===== src/rtl/inst_fetch_unit_pkg.sv =====
// Shared ISA constants and fetch-path types used by the fetch unit and its queue.
package inst_fetch_unit_pkg;

  localparam int          INSTR_W   = 32;
  localparam logic [31:0] PC_STEP   = 32'd4;
  localparam logic [31:0] HALT_WORD = 32'h0000_0000;

  localparam logic [3:0] OP_ADD    = 4'h0;
  localparam logic [3:0] OP_SUB    = 4'h1;
  localparam logic [3:0] OP_AND    = 4'h2;
  localparam logic [3:0] OP_OR     = 4'h3;
  localparam logic [3:0] OP_XOR    = 4'h4;
  localparam logic [3:0] OP_LOAD   = 4'h5;
  localparam logic [3:0] OP_STORE  = 4'h6;
  localparam logic [3:0] OP_BRANCH = 4'h7;
  localparam logic [3:0] OP_MUL    = 4'h8;
  localparam logic [3:0] OP_MAC4   = 4'h9;

  localparam int OPC_HI = 31, OPC_LO = 28;
  localparam int RD_HI  = 27, RD_LO  = 24;
  localparam int RS1_HI = 23, RS1_LO = 20;
  localparam int RS2_HI = 19, RS2_LO = 16;
  localparam int IMM_HI = 15, IMM_LO = 0;

  typedef enum logic {
    ST_RUN  = 1'b0,
    ST_HALT = 1'b1
  } fetch_state_e;

  typedef struct packed {
    logic [31:0]        pc;
    logic [INSTR_W-1:0] instr;
  } fetch_entry_t;

  function automatic logic [31:0] align_pc(input logic [31:0] pc);
    return pc & ~32'd3;
  endfunction

endpackage


===== src/rtl/inst_fetch_unit_if.sv =====
// Instruction-memory, redirect and decode-handshake signals of the fetch unit.
interface inst_fetch_unit_if;

  logic [31:0] imem_pc;
  logic [31:0] imem_instr;
  logic        redirect_valid;
  logic [31:0] redirect_pc;
  logic        out_valid;
  logic [31:0] out_instr;
  logic [31:0] out_pc;
  logic        out_ready;
  logic        halted;

  modport master (
    output imem_pc,
    input  imem_instr,
    input  redirect_valid,
    input  redirect_pc,
    output out_valid,
    output out_instr,
    output out_pc,
    input  out_ready,
    output halted
  );

  modport slave (
    input  imem_pc,
    output imem_instr,
    output redirect_valid,
    output redirect_pc,
    input  out_valid,
    input  out_instr,
    input  out_pc,
    output out_ready,
    input  halted
  );

endinterface


===== src/rtl/inst_fetch_unit_queue.sv =====
// Shift-style synchronous FIFO of {pc, instr}; entry 0 is always the head.
module fetch_queue
  import inst_fetch_unit_pkg::*;
#(
  parameter int DEPTH = 2,
  parameter int CW    = $clog2(DEPTH + 1)
) (
  input  logic          clk,
  input  logic          rst_n,
  input  logic          i_push,
  input  logic          i_pop,
  input  logic          i_flush,
  input  fetch_entry_t  i_din,
  output fetch_entry_t  o_head,
  output logic [CW-1:0] o_count,
  output logic          o_full,
  output logic          o_empty
);

  fetch_entry_t  r_mem [DEPTH];
  logic [CW-1:0] r_count;

  fetch_entry_t  w_mem_nxt [DEPTH];
  logic [CW-1:0] w_count_nxt;
  logic [CW-1:0] w_wr_idx;
  logic          w_pop;
  logic          w_push;

  assign o_empty  = (r_count == '0);
  assign o_full   = (r_count == CW'(DEPTH));
  assign w_pop    = i_pop && !o_empty;
  assign w_push   = i_push && (!o_full || w_pop);
  // The write slot sits just past the survivors of this cycle's shift.
  assign w_wr_idx = r_count - CW'(w_pop);

  always_comb begin
    for (int i = 0; i < DEPTH; i++) w_mem_nxt[i] = r_mem[i];
    if (w_pop) begin
      for (int i = 0; i < DEPTH - 1; i++) w_mem_nxt[i] = r_mem[i + 1];
    end
    for (int i = 0; i < DEPTH; i++) begin
      if (w_push && (CW'(i) == w_wr_idx)) w_mem_nxt[i] = i_din;
    end
    w_count_nxt = r_count + CW'(w_push) - CW'(w_pop);
  end

  always_ff @(posedge clk) begin
    if (!rst_n) begin
      r_count <= '0;
      for (int i = 0; i < DEPTH; i++) r_mem[i] <= '0;
    end else if (i_flush) begin
      r_count <= '0;
    end else begin
      r_count <= w_count_nxt;
      for (int i = 0; i < DEPTH; i++) r_mem[i] <= w_mem_nxt[i];
    end
  end

  assign o_head  = r_mem[0];
  assign o_count = r_count;

endmodule


===== src/rtl/inst_fetch_unit.sv =====
// Fetch PC owner and RUN/HALT control; feeds fetched words into fetch_queue for decode.
module inst_fetch_unit
  import inst_fetch_unit_pkg::*;
#(
  parameter logic [31:0] RESET_PC     = 32'h0000_0000,
  parameter int          QUEUE_DEPTH  = 2,
  parameter bit          HALT_ON_ZERO = 1'b1
) (
  input logic               clk,
  input logic               rst_n,
  inst_fetch_unit_if.master bus
);

  localparam int CW = $clog2(QUEUE_DEPTH + 1);

  fetch_state_e  r_state;
  fetch_state_e  w_state_nxt;
  logic [31:0]   r_fetch_pc;
  logic [31:0]   w_pc_nxt;

  logic          w_pop;
  logic          w_push;
  logic          w_flush;
  logic          w_push_ok;
  logic          w_halt_word;
  logic          w_full;
  logic          w_empty;
  logic [CW-1:0] w_count;
  fetch_entry_t  w_head;
  fetch_entry_t  w_din;

  assign w_pop       = !w_empty && bus.out_ready;
  assign w_push_ok   = (r_state == ST_RUN) && (!w_full || w_pop);
  assign w_halt_word = HALT_ON_ZERO && (bus.imem_instr == HALT_WORD);
  assign w_din       = '{pc: r_fetch_pc, instr: bus.imem_instr};

  always_comb begin
    w_state_nxt = r_state;
    w_pc_nxt    = r_fetch_pc;
    w_push      = 1'b0;
    w_flush     = 1'b0;
    if (bus.redirect_valid) begin
      w_flush     = 1'b1;
      w_pc_nxt    = align_pc(bus.redirect_pc);
      w_state_nxt = ST_RUN;
    end else if (w_push_ok) begin
      if (w_halt_word) begin
        w_state_nxt = ST_HALT;
      end else begin
        w_push   = 1'b1;
        w_pc_nxt = r_fetch_pc + PC_STEP;
      end
    end
  end

  always_ff @(posedge clk) begin
    if (!rst_n) begin
      r_state    <= ST_RUN;
      r_fetch_pc <= RESET_PC;
    end else begin
      r_state    <= w_state_nxt;
      r_fetch_pc <= w_pc_nxt;
    end
  end

  fetch_queue #(
    .DEPTH (QUEUE_DEPTH),
    .CW    (CW)
  ) u_queue (
    .clk     (clk),
    .rst_n   (rst_n),
    .i_push  (w_push),
    .i_pop   (w_pop),
    .i_flush (w_flush),
    .i_din   (w_din),
    .o_head  (w_head),
    .o_count (w_count),
    .o_full  (w_full),
    .o_empty (w_empty)
  );

  assign bus.imem_pc   = r_fetch_pc;
  assign bus.out_valid = !w_empty;
  assign bus.out_pc    = w_head.pc;
  assign bus.out_instr = w_head.instr;
  assign bus.halted    = (r_state == ST_HALT) && (w_count == '0);

endmodule


===== src/flat_wrapper.sv =====
// flat-port wrapper written by rule: the top's interface ports become plain ports
module inst_fetch_unit_flat import inst_fetch_unit_pkg::*;
#(
  parameter logic [31:0] RESET_PC     = 32'h0000_0000,
  parameter int          QUEUE_DEPTH  = 2,
  parameter bit          HALT_ON_ZERO = 1'b1
)
  (clk, rst_n, bus_imem_pc, bus_imem_instr, bus_redirect_valid, bus_redirect_pc, bus_out_valid, bus_out_instr, bus_out_pc, bus_out_ready, bus_halted);
  inst_fetch_unit_if bus_i ();
  input logic clk;
  input logic rst_n;
  output wire logic [$bits(bus_i.imem_pc)-1:0] bus_imem_pc;
  input wire logic [$bits(bus_i.imem_instr)-1:0] bus_imem_instr;
  input wire logic [$bits(bus_i.redirect_valid)-1:0] bus_redirect_valid;
  input wire logic [$bits(bus_i.redirect_pc)-1:0] bus_redirect_pc;
  output wire logic [$bits(bus_i.out_valid)-1:0] bus_out_valid;
  output wire logic [$bits(bus_i.out_instr)-1:0] bus_out_instr;
  output wire logic [$bits(bus_i.out_pc)-1:0] bus_out_pc;
  input wire logic [$bits(bus_i.out_ready)-1:0] bus_out_ready;
  output wire logic [$bits(bus_i.halted)-1:0] bus_halted;
  assign bus_imem_pc = bus_i.imem_pc;
  assign bus_i.imem_instr = bus_imem_instr;
  assign bus_i.redirect_valid = bus_redirect_valid;
  assign bus_i.redirect_pc = bus_redirect_pc;
  assign bus_out_valid = bus_i.out_valid;
  assign bus_out_instr = bus_i.out_instr;
  assign bus_out_pc = bus_i.out_pc;
  assign bus_i.out_ready = bus_out_ready;
  assign bus_halted = bus_i.halted;
  inst_fetch_unit #(.RESET_PC(RESET_PC), .QUEUE_DEPTH(QUEUE_DEPTH), .HALT_ON_ZERO(HALT_ON_ZERO)) u_core (.clk(clk), .rst_n(rst_n), .bus(bus_i));
endmodule

===== config.mk =====
export PLATFORM = sky130hd
export DESIGN_NAME = inst_fetch_unit_flat
export DESIGN_NICKNAME = d
export VERILOG_FILES = /design/src/rtl/inst_fetch_unit_pkg.sv /design/src/rtl/inst_fetch_unit_if.sv /design/src/rtl/inst_fetch_unit_queue.sv /design/src/rtl/inst_fetch_unit.sv /design/src/flat_wrapper.sv
export SDC_FILE = /design/constraint.sdc
export NUM_CORES = 1
export LEC_CHECK = 0
export CAP_MARGIN = 20
export CORE_UTILIZATION = 32
export CTS_CLUSTER_DIAMETER = 30
export CTS_CLUSTER_SIZE = 24
export DETAILED_ROUTE_END_ITERATION = 8
export PLACE_DENSITY = 0.64
export RECOVER_POWER = 25
export SLEW_MARGIN = 20
export SYNTH_ARGS = -nofsm -noshare
export SYNTH_HDL_FRONTEND = slang
export SYNTH_HIERARCHICAL = 1
export SYNTH_SLANG_ARGS = --single-unit

===== constraint.sdc =====
create_clock -name clk -period 13.15 [get_ports clk]
set_input_delay 1.9725 -clock clk [delete_from_list [all_inputs] [get_ports clk]]
set_output_delay 1.9725 -clock clk [all_outputs]
set_load 0.05 [all_outputs]

---- Word-level counts from Yosys, hierarchy flattened ----
Memories as Yosys holds them, arrays and structs flattened.
Index checks and enable logic that the tools add are counted.
storage, ports and cells
  register bits ........................... 35
  RAM bits ................................ 128
  output and inout bits ................... 98
  memories kept ........................... 1
memory list
  name                  words  width  rd ports  clocked after Yosys merged registers in  wr ports  RTL line                     source
  u_core.u_queue.r_mem  2      64     2         0                                        2         inst_fetch_unit_queue.sv:20  fetch_entry_t r_mem [DEPTH];
operators by class
  add/sub/neg operators ................... 4
  eq/ne operators ......................... 3
  muxes and demuxes ....................... 16
  bitwise gates (word level) .............. 5
  reductions and logical operators ........ 20
operators with widths
  cell                   number
  $mux 64                5
  $mux 32                3
  $add 32x3->32 const B  1
  $logic_not 32->1       1
  $mux 1                 8
  $logic_and 1x1->1      7
  $reduce_and 2->1       3
  $logic_not 2->1        2
  $reduce_or 2->1        2
  $sub 2x1->2            2
  $not 1->1              3
  $add 2x1->2            1
  $eq 1x2->1 const A     1
  $eq 2x2->1 const B     1
  $logic_not 1->1        2
  $logic_or 1x1->1       2
  $ne 2x2->1 const B     1
  $or 1x1->1             2
  $reduce_bool 2->1      1

---- Depth between registers and ports, before layout ----
  depth after elaboration ................. 11
  depth in mapped cells ................... 11

---- Modules after synthesis ----
The synthesis kept the hierarchy.
by module, submodules not included
  module           instances  cells an instance  area an instance (um2)  seq. area each (um2)
  fetch_queue      1          499                5888.1                  3883.7
  inst_fetch_unit  1          238                1913.1                  620.6

---- Worst setup path after synthesis ----
OpenSTA, ideal clock, no wires.
  kind .................................... in2reg
  start ................................... input port bus_out_ready
  end ..................................... memory u_core/u_queue/r_mem[0][100] (netlist bit) (enable)
  library setup time ...................... 0.661 ns
  arrival time ............................ 9.350 ns
  path slack .............................. 3.139 ns
  stages .................................. 7
  buffers on the path ..................... 1
  path through ............................ nand2b_4 a21oi_2 o21ai_1 buf_2 nor2_1 nand2b_1 o41ai_1
RTL lines
  item                RTL line                     source
  start: declaration  flat_wrapper.sv:19           input wire logic [$bits(bus_i.out_ready)-1:0] bus_out_ready;
  end: declaration    inst_fetch_unit_queue.sv:20

==> impl_metrics.py <==
metrics = {
    "synth": {
        "synthMuxAreaShare": 0.004010,
        "avgSynthCellArea_sq_um": 10.59,
        "synth_top_family_by_area": "simple AND/OR/NAND/NOR gates",
        "synth_edf_count": 128,
        "yosys.area.top_type_share": 0.4927,
        "synth_top_cell_by_area": "edfxtp_1",
        "ys_types": 53,
        "synth-seq-cells": 161,
        "synth_ff_type": "edfxtp_1",
        "yosysWarnings": 6,
        "synthAdderAreaFrac": 0.003208,
        "async_flop_share": 0,
        "syn_inst": 737,
        "synthSimpleGateAreaFrac": 0.1854,
        "synth_xor_area_frac": 0.01235,
        "ys_top_cells_by_area": "edfxtp_1, dfxtp_1, buf_4",
        "syn_area_sq_um": 7801,
        "synth_compound_area_frac": 0.1198,
        "yosysSeqAreaShare": 0.5774,
    },
    "clock_tree": {
        "ctsResizeCount": 0,
        "cts_tree": "yes",
        "clkLatencyLatePin_ns": 0.42,
        "clk_pin_slew_ns": 0.06,
        "numCtsBuffers": 17,
        "clock_path_buffers": 2,
        "htreeDepth": 4,
        "cts_setup_buffers": 0,
        "cts_hold_buf": 0,
        "cts-root-buf": "clkbuf_16",
        "cts_sinks": 161,
    },
    "placed_design": {
        "hpwl_um": 12330,
        "dpl_worst_slack_ns": 6.752,
        "placed_cell_area_sq_um": 9206,
        "port_buffers": 161,
        "globalplace.congestion": 0.7463,
    },
    "detailed_routing": {
        "viasPerCell": 4.850,
        "drt-total-wl_um": 19220,
        "ant_nets": 0,
        "drt_iter0_drc": 305,
        "routedWlPerCell_um": 16.62,
        "via_count": 5611,
        "first_pass_iters": 4,
        "drc": 0,
    },
    "finish": {
        "final_common_cell": "nand2_1",
        "layout_common_cells": "nand2_1, edfxtp_1, clkdlybuf4s50_1, a21oi_1, and2_1",
        "areaGrowthSynthToFinish_pct": 25.39,
        "final_area_sq_um": 9782,
        "antenna_cells": 0,
        "layout.nets": 895,
        "drive_above_1_share": 0.06325,
    },
    "setup_path": {
        "crit_type": "primary input to flip-flop",
        "worstReg2RegStart": "u_core/u_queue/o_count[1]",
        "r2r_end": "u_core/u_queue/r_mem[0][127]",
        "endpoint_kind": "flip-flop",
        "worstPathMaxFanout": 39,
        "worstSetupStartpointType": "primary input",
        "critical_path_required_ns": 13.27,
        "reg2reg_depth": 8,
        "r2r_slack_ns": 8.82,
        "crit_arrival_ns": 6.28,
    },
    "hold_path": {
        "hold_path.class": "flip-flop to flip-flop",
        "worstHoldEndpoint": "u_core/r_state",
        "worstHoldPathCells": 1,
        "hold_start": "u_core/r_state",
    },
    "global_route": {
        "grt_pass1_vias": 5279,
        "grt-ovfl-total": 0,
        "grt_pass1_wl_um": 29400,
        "grt_start_max_net_pins": 66,
        "track_usage": 0.1561,
        "antenna_found_initial": 0,
    },
    "timing": {
        "fin_crit_sh": 0.4683,
        "setup_tns_ns": 0,
        "clock_skew_ns": 0.009854,
        "period_minus_slack_ns": 6.159,
        "setup_violations": 0,
        "slew_violations": 104,
        "rsz0062_at_grt": "false",
        "max_freq_mhz": 162.4,
        "final_hold_viol_count": 0,
        "tightestPinTransition_ns": 2.561,
        "relSlewSlack": -0.7077,
        "timing.final.ws_setup_ns": 6.991,
    },
    "floorplanning": {
        "die_h_um": 158.1,
        "pin_count": 166,
        "rows": 56,
        "die_area_sq_um": 25010,
        "die_w_um": 158.1,
        "core-area_sq_um": 23680,
        "initial_core_util": 0.3294,
    },
    "run_status": {
        "violations": "max-capacitance violations, max-slew violations",
        "status": "finished with violations",
    },
    "power_and_ir_drop": {
        "powerDensity_nw_per_um2": 136.1,
        "max-vdd-ir-drop_mv": 0.06435,
        "leakage_uw": 0.003425,
    },
    "job": {
        "maxCapViolations": 2,
    },
}
-- sequential cells by signal, indices dropped and copies added, names as in the netlist --
| name | flops |
|---|---|
| u_core/bus.imem_pc | 30 |
| u_core/u_queue/r_mem | 128 |
| u_core/u_queue/o_count | 2 |
| u_core/r_state | 1 |
-- layer usage --
metal	vias to the layer above	global-route usage	share of wire
met1	2690	0.2058	0.46
met2	174	0.2525	0.47
met4	0	0.05815	0.014
met5	-	0	0
met3	16	0.03093	0.055
li1	2731	-	-
-- where the power goes --
part           leakage, uW  total, uW  switching, uW  internal, uW
clock network     0.000276        497            206           291
registers          0.00161        610           21.8           589
logic              0.00154        224            152          72.2
-- Yosys cell counts, types with 8 or more instances --
master	n
a31oi_1	16
and2_1	67
a21oi_1	75
dfxtp_1	33
xor2_1	8
edfxtp_1	128
nand2_1	139
nand3_1	8
nor4_1	12
nor2_1	10
o21ai_0	42
or3_1	13
clkbuf_1	18
buf_4	73
nand4_1	8
-- per-stage QoR --
stage	utilization	hold WS (ns)	total power, uW	cells
detailed placement	0.3887	0.5082	850.8	1125
global route	0.4130	0.5385	1384	1157
global placement	0.3887	0.4983	847.9	1125
floorplan	-	0.4755	786.9	742
CTS	0.4137	0.5244	1350	1157
finish	0.4130	0.5196	1331	1157
-- final cells by class --
class | count | area, sq um
clock buffer | 21 | 460.4
multi-input combinational | 466 | 2579
sequential | 161 | 4504
fill | 2317 | 13900
tap | 319 | 399.1
inverter | 8 | 30.03
clock inverter | 11 | 130.1
timing repair buffer | 171 | 1679
-- cell families (layout without fill, tap and decap cells) --
| group | Yosys count | after routing |
|---|---|---|
| AO/OA/AOI/OAI | 162 | 162 |
| XOR/XNOR | 11 | 11 |
| adder cells (fa/ha/maj) | 2 | 2 |
| buffers and inverters | 115 | 211 |
| flip-flops | 161 | 161 |
| multiplexers | 3 | 3 |
| other | 1 | 6 |
| AND/OR/NAND/NOR | 282 | 282 |
-- worst max-delay path by stage --
stage,start,to,slack [ns],cells after the start
floorplan,bus_out_ready,u_core/u_queue/r_mem[0][100],3.14,7
global placement,bus_imem_instr[26],u_core/u_queue/r_mem[0][37],6.79,9
detailed placement,bus_imem_instr[26],u_core/u_queue/r_mem[0][36],6.75,9
CTS,bus_imem_instr[26],u_core/u_queue/r_mem[0][34],7.17,9
global route,bus_imem_instr[26],u_core/u_queue/r_mem[0][34],6.75,9
finish,bus_imem_instr[26],u_core/u_queue/r_mem[0][40],6.99,9
-- worst max-delay path: stages --
cell and delay [ns]:
clkdlybuf4s50_1 0.45, nor4_1 0.54, nand4_1 0.84, o21ai_1 1.00, nor2_1 0.19, and3b_2 0.28
nor2_1 0.18, o21ai_4 0.28, buf_4 0.49
No activity file was read; power rests on OpenSTA's default activity.
==> edit (same settings) <==
`HALT_ON_ZERO` is set to 1'b1 in 2 places; all go to 1'b0.
--- a/src/rtl/inst_fetch_unit.sv
+++ b/src/rtl/inst_fetch_unit.sv
@@ -4,7 +4,7 @@
 #(
   parameter logic [31:0] RESET_PC     = 32'h0000_0000,
   parameter int          QUEUE_DEPTH  = 2,
-  parameter bit          HALT_ON_ZERO = 1'b1
+  parameter bit          HALT_ON_ZERO = 1'b0
 ) (
   input logic               clk,
   input logic               rst_n,
--- a/src/flat_wrapper.sv
+++ b/src/flat_wrapper.sv
@@ -3,7 +3,7 @@
 #(
   parameter logic [31:0] RESET_PC     = 32'h0000_0000,
   parameter int          QUEUE_DEPTH  = 2,
-  parameter bit          HALT_ON_ZERO = 1'b1
+  parameter bit          HALT_ON_ZERO = 1'b0
 )
   (clk, rst_n, bus_imem_pc, bus_imem_instr, bus_redirect_valid, bus_redirect_pc, bus_out_valid, bus_out_instr, bus_out_pc, bus_out_ready, bus_halted);
   inst_fetch_unit_if bus_i ();
Function: changed (a bounded check fails within 4 cycles, from zero or initial values and one cycle with rst_n low).
==> edit against the original RTL <==
  * The run still ends with max-capacitance violations, max-slew violations left
  * Setup slack gained 0.57 ns
  * Sequential share of layout area shrank 0.41 points
  * Count of clock-buffer cells in the layout shrank 3
  * Sequential power is essentially flat
  * Total power is essentially flat
  * Area after synthesis grew 0.67%
  * Final area grew 0.46%
  * Die area grew 0.67%
  * Sequential cell count shrank 1
  * Worst hold slack gained 0.051 ns
  * Clock power shrank 1%
  * Wire length shrank 0.72%
  * Largest power group unchanged
==> edit: results (changes against the original RTL) <==
Placed design
  – DP Area: 0.00921 sq mm (about the same)
  – Buffers added on ports: 160 (was 161)
  – Dpl cells: 1,121 (was 1,125)
  – DP Wirelength: 12,100 um (was 12,300 um)

Status
  – Failing checks: max-capacitance violations, max-slew violations (unchanged)
  – Status: complete, but fails checks (unchanged)

STA
  – Worst slew pin tran: 2.07 ns (was 2.56 ns)
  – Final slew viol count: 52 (was 104)
  – Fin Clk Skew: 0.00905 ns (was 0.00985 ns)

Worst setup path
  – CP peak stage delay: 1.47 ns (was 1.00 ns)
  – Arrival @ worst endpoint: 5.87 ns (was 6.28 ns)
  – CP top delay family: buffers and inverters (was simple AND/OR/NAND/NOR gates)
  – Slowest CP cell: clkbuf_1 (was o21ai_1)

Logic synthesis
  – Synth Area per Inst: 10.6 sq um (about the same)
  – Leading cell types by total area after synthesis: edfxtp_1, dfxtp_1, buf_4, nand2_1, and2_1 (unchanged)
  – Synth top cells by count: nand2_1, edfxtp_1, a21oi_1, buf_4, and2_1 (was nand2_1, edfxtp_1, a21oi_1)
  – Synth cell types: 49 (was 53)
  – Sequential area share after synthesis: 57.1% (was 57.7%)

Drt
  – Wire length per cell: 16.5 um (was 16.6 um)
  – First-pass DRT Iterations: 5 (was 4)
  – Vias per Instance: 4.89 (was 4.85)
  – Initial drt markers: 369 (was 305)
  – WL met3: 1060 um (about the same)

Power and ir drop
  – Clk pwr: 492 uW (was 497 uW)
  – Max IR drop VDD: 0.0863 mV (was 0.0643 mV)
  – Comb pwr share: 17.2% (was 16.8%)
  – P_int: 942 uW (was 952 uW)

Final layout
  – FF/Latch Area: 0.00448 sq mm (was 0.00450 sq mm)
  – Fill cell count: 2,249 (was 2,317)
  – Final cell count without fillers: 1,155 (was 1,157)
  – ClkCell Share: 5.96% (was 6.04%)
  – Layout cells sized above 1: 5.74% (was 6.32%)
  – Non-CTS inverters: 9 (was 8)
  – Nets@finish: 893 (was 895)
  – Buffers excl. clock: 170 (was 171)
  – Area Overhead vs Synth: 25.1% (was 25.4%)
  – Non-clock buffers, area share: 17.3% (was 17.2%)
  – Footprint of the multi-input gates: 0.00262 sq mm (was 0.00258 sq mm)
  – #MultiIn Comb: 465 (was 466)

GRT
  – Vias in the first global route: 5,324 (was 5,279)
  – First-pass GRT wire length: 29,600 um (was 29,400 um)
  – Gr usage total: 15.7% (was 15.6%)

CTS
  – Clock sinks: 160 (was 161)

Floorplanning
  – Die ar.: 0.0252 sq mm (was 0.0250 sq mm)

Flow run
  – Max-Cap Viols: 1 (was 2)
## edit: changes by cell type after synthesis, sizes merged, moves of 5 or more
cell / before / now
o21ai: 43 / 28
nor4: 13 / 0
and4: 1 / 12
nand3: 8 / 17
or3: 13 / 4
a31oi: 16 / 10
clkbuf: 18 / 24
o2111ai: 8 / 3
xor2: 8 / 3
## edit: layer usage
layer	GRT usage, %	vias to the layer above
met1	20.5	2726
met2	25.6	170
met4	5.27	0
met3	3.38	13
li1	-	2739
met5	0	-
## edit: kinds of logic after synthesis
family                   Yosys count  share of synthesized area [%]
AND/OR/NAND/NOR                  295                           19.5
buffers and inverters            122                           10.1
flip-flops                       160                           57.1
AO/OA/AOI/OAI                    154                           12.1
other                              1                         0.0477
XOR/XNOR                           7                          0.781
adder cells (fa/ha/maj)            2                          0.319
## edit: path summary, 6_finish.rpt
kind	cells after the start	endpoint	from	slack (ns)
setup / recovery	5	u_core/u_queue/r_mem[0][94]$_SDFFCE_PP0P_	rst_n	7.56
hold / removal	2	u_core/bus.imem_pc[12]$_SDFFE_PN0P_	u_core/bus.imem_pc[12]$_SDFFE_PN0P_	0.57
setup reg to reg	9	u_core/u_queue/r_mem[0][55]$_SDFFCE_PP0P_	u_core/u_queue/o_count[1]$_SDFF_PP0_	9.82
hold reg to reg	2	u_core/bus.imem_pc[12]$_SDFFE_PN0P_	u_core/bus.imem_pc[12]$_SDFFE_PN0P_	0.57
## edit: stage by stage
step | setup slack (ns) | power [uW]
after floorplan | 3.12 | 790
after global placement | 7.84 | 852
after detailed placement | 7.81 | 855
after CTS | 8.26 | 1350
after global routing | 7.24 | 1390
final | 7.56 | 1330
## edit: tightest hold or removal path, cell delays in order, from the launching register on
cell and delay [ns]:
dfxtp_1 0.36, o21ai_0 0.09, a31oi_1 0.08
